**src/rtl/car_path_sequencer.sv**
```systemverilog
// car_path_sequencer: steps a 20x20 car sprite across one row with draw/hold/erase/move passes.
//   clk, reset      : clock, synchronous active-high reset
//   start           : begin a run (sampled only while idle)
//   frame_tick      : one pulse per video frame, paces the hold between moves
//   draw_done       : sprite drawer completion flag, used on its rising edge
//   car_x, car_y    : sprite top-left coordinate for the drawer
//   erase, plot     : background-select and VGA write enable for the current pass
//   busy, arrived   : run in progress, one-cycle pulse after the final draw at X_END
module car_path_sequencer #(
    parameter logic [7:0] X_START         = 8'd0,
    parameter logic [7:0] X_END           = 8'd140,
    parameter logic [6:0] Y_ROW           = 7'd50,
    parameter logic [7:0] STEP            = 8'd4,
    parameter logic [3:0] FRAMES_PER_STEP = 4'd2
) (
    input  logic       clk,
    input  logic       reset,
    input  logic       start,
    input  logic       frame_tick,
    input  logic       draw_done,
    output logic [7:0] car_x,
    output logic [6:0] car_y,
    output logic       erase,
    output logic       plot,
    output logic       busy,
    output logic       arrived
);
    typedef enum logic [2:0] {IDLE, DRAW, WAIT_DRAW, HOLD, ERASE, WAIT_ERASE, MOVE} state_t;
    state_t     state;
    logic       draw_done_q;
    logic       done_edge;
    logic [3:0] frame_cnt;
    logic [8:0] next_x;
    assign done_edge = draw_done & ~draw_done_q;
    // nine bits so the step can never wrap past 255 before clamping
    assign next_x = {1'b0, car_x} + {1'b0, STEP};
    always_ff @(posedge clk) begin
        if (reset) begin
            state       <= IDLE;
            car_x       <= X_START;
            car_y       <= Y_ROW;
            erase       <= 1'b0;
            plot        <= 1'b0;
            busy        <= 1'b0;
            arrived     <= 1'b0;
            frame_cnt   <= 4'd0;
            draw_done_q <= 1'b0;
        end else begin
            draw_done_q <= draw_done;
            arrived     <= 1'b0;
            // outputs are loaded together with the state they belong to
            case (state)
                IDLE: if (start) begin
                    car_x <= X_START;
                    car_y <= Y_ROW;
                    state <= DRAW;
                    plot  <= 1'b1;
                    erase <= 1'b0;
                    busy  <= 1'b1;
                end
                DRAW: state <= WAIT_DRAW;
                WAIT_DRAW: if (done_edge) begin
                    plot      <= 1'b0;
                    frame_cnt <= 4'd0;
                    if (car_x == X_END) begin
                        arrived <= 1'b1;
                        busy    <= 1'b0;
                        state   <= IDLE;
                    end else begin
                        state <= HOLD;
                    end
                end
                HOLD: if (frame_tick) begin
                    if (frame_cnt + 4'd1 == FRAMES_PER_STEP) begin
                        frame_cnt <= 4'd0;
                        state     <= ERASE;
                        plot      <= 1'b1;
                        erase     <= 1'b1;
                    end else begin
                        frame_cnt <= frame_cnt + 4'd1;
                    end
                end
                ERASE: state <= WAIT_ERASE;
                WAIT_ERASE: if (done_edge) begin
                    state <= MOVE;
                    plot  <= 1'b0;
                    erase <= 1'b0;
                end
                MOVE: begin
                    car_x <= (next_x > {1'b0, X_END}) ? X_END : next_x[7:0];
                    state <= DRAW;
                    plot  <= 1'b1;
                end
                default: state <= IDLE;
            endcase
        end
    end
endmodule

```
**config.mk**
```make
export PLATFORM = sky130hd
export DESIGN_NAME = car_path_sequencer
export DESIGN_NICKNAME = d
export VERILOG_FILES = /design/src/rtl/car_path_sequencer.sv
export SDC_FILE = /design/constraint.sdc
export NUM_CORES = 1
export LEC_CHECK = 0
export CAP_MARGIN = 20
export CORE_ASPECT_RATIO = 0.5
export CORE_MARGIN = 2
export CORE_UTILIZATION = 45
export CTS_BUF_LIST = sky130_fd_sc_hd__clkbuf_16
export DETAILED_ROUTE_END_ITERATION = 8
export GPL_TIMING_DRIVEN = 0
export PLACE_DENSITY = 0.74
export REMOVE_ABC_BUFFERS = 1
export SLEW_MARGIN = 10
export SYNTH_ARGS = -nofsm -noshare
export SYNTH_HDL_FRONTEND = slang
export SYNTH_SLANG_ARGS = --single-unit
```
**constraint.sdc**
```tcl
create_clock -name clk -period 1.7 [get_ports clk]
set_clock_uncertainty 0.1 [all_clocks]
set_input_delay 0.51 -clock clk [delete_from_list [all_inputs] [get_ports clk]]
set_output_delay 0.51 -clock clk [all_outputs]
set_load 0.01 [all_outputs]
```
==> metrics.md <==
| Metric | Value |
|---|---|
| Total Wirelength | around 2700 um |
| CP peak stage delay | about 0.52 ns |
| Vias | approximately 1100 |
| Max IR drop VDD | 0.000378 V |
| Die area | just over 0.003 mm2 |
| Worst r2r path cells | 6 |
| Clock period minus worst slack | 1.67 ns |
| EDFF count, synth | 0 |
| Nets@finish | between 150 and 200 |
| Max FO, Critical Path | 7 |
| Die X | ~76 um |
| Fmax | between 500 and 600 MHz |
| Crit. End Element | flip-flop |
| Hold WC Path Type | reg -> reg |
| Post-synthesis cell count | between 100 and 150 |
| Count of pins over their slew limit | 0 |
| Worst slew margin | 0.489 |
| Largest net degree at the start of global routing | 19 |
| WP data required | ~1.8 ns |
| Area of the core | 0.00254 mm2 |
| Register-to-register setup slack | between 0.02 and 0.03 ns |
| Clk sinks | 18 |
| Reg clk slew, reported paths | 0.05 ns |
| Worst-Margin Slew | 0.766 ns |
| Seq cells post-synth | 18 |
| Pint | around 900 uW |
| First-pass GRT wire length | a little under 4000 um |
| Non-filler cells, final | 198 |
| TritonRoute pass-1 iters | 4 |
| Grt met1 use | 0.198 |
| CP Launch Type | flip-flop |
| Vias in the first global route | ~870 |
| Placed Cells | ~190 |
| Post-synthesis sequential area ratio | 0.305 |
| Critical path data arrival time | 1.74 ns |
| Setup Viol. Count Final | 0 |
| # diodes | 0 |
| Final Wtd Congestion | around 0.87 |
| Seq pwr share | 0.393 |
| # DRC | 0 |
| Main synth FF type | dfxtp_1 |
| Final-report hold violation count | 0 |
| I/O pin count | 24 |
| Share of cells above drive strength 1 | 0.323 |
| ANT nets after route | 0 |
| Initial DRC Count | between 50 and 60 |
| Placed inst area | ~0.0013 mm2 |
| Period utilisation layout | 0.983 |
| Antenna violations before repair | 0 |
| Tot Pwr | 1.26 mW |
| Maxcap violations | 0 |
| Met2 GRT Util | 0.330 |
| Power Density | just under 800 mW/mm2 |
| Run status | completed |
| Slowest-stage cell, CP | or4_1 |
| Grt ovf | 0 |
| DR WL/cell | roughly 14 um |
| Min-delay src | plot$_SDFFE_PP0P_ |
| Average size of a mapped cell | about 8.3 um2 |
| Total track usage | 0.167 |
| Crit-path leading delay family | simple AND/OR/NAND/NOR gates |
| Number of port buffers | 14 |
| Root buffer cell | clkbuf_16 |
| CTS Buf Count | 3 |
| Starting Density | 0.465 |
| DP Wirelength | approximately 1600 um |
| Netlist cell types | between 40 and 50 |
| Leakage | between 0.6 and 0.7 nW |
| WS Path Type | reg -> reg |
| Ys Warns | 0 |
| Die span in y | about 40 um |
| Final Cell Area | between 0.0015 and 0.002 mm2 |
| FF-to-FF End | car_x[5]$_SDFFE_PP0P_ |
| Mapped Area | 0.00118 mm2 |
| Post-DR vias/cell | around 5.5 |
| # H-tree levels | 1 |
| Hold depth | 2 |
| M3 GR Usage | 0.0338 |
| Unrepaired setup endpoints after global routing | yes |
| Worst-path cell chain | buf_4 -> nand2_1 -> nor2_2 -> xor2_2 -> or4_1 -> a21oi_1 |
| Clk pwr share | 0.377 |
| Row cnt | 13 |
| WHS Endpoint | plot$_SDFFE_PP0P_ |
| CTS tree | yes |
| Switching Fraction | 0.284 |
| Syn-to-layout area delta | 33.9% |
| Psw | 357 uW |
| Critical path buffers and inverters | 1 |
| Comb pwr share | 0.230 |
| Bufs on Longest Clock Path | 2 |
| Clk_lat worst skew | approximately 0.25 ns |
| GR peak layer | met2 |
| RR Startpoint | car_x[2]$_SDFFE_PP0P_ |
| Asr flop ratio synth | 0 |
Yosys cell counts, types with 2 or more instances:
| library cell | instances | area share |
|---|---|---|
| a21oi_1 | 17 | 0.072 |
| a311oi_1 | 2 | 0.015 |
| and3_1 | 2 | 0.011 |
| buf_4 | 11 | 0.070 |
| clkbuf_1 | 2 | 0.0064 |
| conb_1 | 2 | 0.0064 |
| dfxtp_1 | 18 | 0.31 |
| ha_1 | 5 | 0.053 |
| inv_1 | 4 | 0.013 |
| nand2_1 | 10 | 0.032 |
| nand2b_1 | 2 | 0.011 |
| nand3_1 | 5 | 0.021 |
| nand3b_1 | 7 | 0.045 |
| nor2_1 | 9 | 0.029 |
| nor3_1 | 3 | 0.013 |
| nor4_1 | 2 | 0.011 |
| o21ai_0 | 6 | 0.025 |
| o21ai_2 | 2 | 0.015 |
| or3_1 | 4 | 0.021 |
| or4_1 | 2 | 0.013 |
| xor2_1 | 3 | 0.022 |
how the worst max path moves through the flow:
stage                                    from                   endpoint  slack, ns  cells after the start
floorplan               car_x[2]$_SDFFE_PP0P_      car_x[2]$_SDFFE_PP0P_      -0.08                      6
global placement                        start          plot$_SDFFE_PP0P_      -0.47                      6
detailed placement                      start          plot$_SDFFE_PP0P_      -0.49                      6
CTS                 frame_cnt[0]$_SDFFE_PP0P_  frame_cnt[1]$_SDFFE_PP0P_      0.009                      6
global route            car_x[2]$_SDFFE_PP0P_      car_x[2]$_SDFFE_PP0P_      -0.04                      7
finish                  car_x[2]$_SDFFE_PP0P_      car_x[5]$_SDFFE_PP0P_       0.03                      6
sequential cells by signal, summed over array words and instances, names as in the netlist:
register     count
car_x            6
frame_cnt        4
state            3
arrived          1
busy             1
draw_done_q      1
erase            1
plot             1
through the flow:
| step | hold WS, ns | util | TNS (ns) | setup WS (ns) |
|---|---|---|---|---|
| finish | 0.370 | 0.623 | 0 | 0.0286 |
| floorplan | 0.360 | - | -0.248 | -0.0837 |
| CTS | 0.373 | 0.579 | 0 | 0.00853 |
| global route | 0.392 | 0.623 | -0.104 | -0.0420 |
| detailed placement | 0.368 | 0.507 | -4.98 | -0.488 |
| global placement | 0.363 | 0.507 | -4.35 | -0.465 |
cell type report:
| type | instances | area (um2) |
|---|---|---|
| clock inverters | 1 | 3.75 |
| well taps | 37 | 46.3 |
| multi-input cells | 111 | 848 |
| clock buffers | 3 | 75.1 |
| repair buffers | 23 | 200 |
| inverters | 5 | 21.3 |
| flip-flops and latches | 18 | 385 |
| fillers | 225 | 957 |
kinds of logic (layout without fill, tap and decap cells):
logic type / after synthesis / in the layout / share of synthesized area
buf+inv: 20 / 32 / 0.106
flops: 18 / 18 / 0.305
other cells: 2 / 9 / 0.00637
simple gates: 57 / 57 / 0.288
xor+xnor: 4 / 4 / 0.0297
compound gates: 36 / 36 / 0.211
fa+ha+maj: 5 / 5 / 0.0530
placed cells by master (no fill, tap or decap), types with 2 or more instances in the layout:
cell type,n
a21oi_1,15
a21oi_4,2
a311oi_2,3
and3_1,2
buf_4,8
clkbuf_16,3
conb_1,9
dfxtp_1,8
dfxtp_2,5
dfxtp_4,5
dlygate4sd2_1,12
ha_4,3
inv_1,3
nand2_1,10
nand2b_1,2
nand3_1,4
nand3b_1,7
nor2_1,8
nor3_1,3
o21ai_0,5
o21ai_2,2
or3_1,3
or4_1,2
xor2_2,2
per-layer routing:
layer	vias to the layer above	share of wire
met2	47	0.49
met5	-	0
met1	499	0.45
li1	527	-
met3	8	0.050
met4	0	0.013
power by group through the flow:
stage | combinational [mW] | clock (mW) | sequential, mW
after CTS | 0.262 | 0.480 | 0.498
after global placement | 0.224 | 0 | 0.503
after global routing | 0.311 | 0.498 | 0.500
after floorplan | 0.161 | 0 | 0.498
final | 0.288 | 0.474 | 0.494
after detailed placement | 0.231 | 0 | 0.504
tightest hold or removal path: stages (launching register included):
cell	delay, ns
dfxtp_1	0.30
inv_1	0.06
a221oi_2	0.05
what timing repair did:
action | CTS | global route
hold buffers | 0 | 0
gates resized for setup | 36 | 20
pin swaps | 9 | 8
endpoints found under the setup margin | 23 | 12
setup buffers | 6 | 3
(Power assumes the default switching activity.)
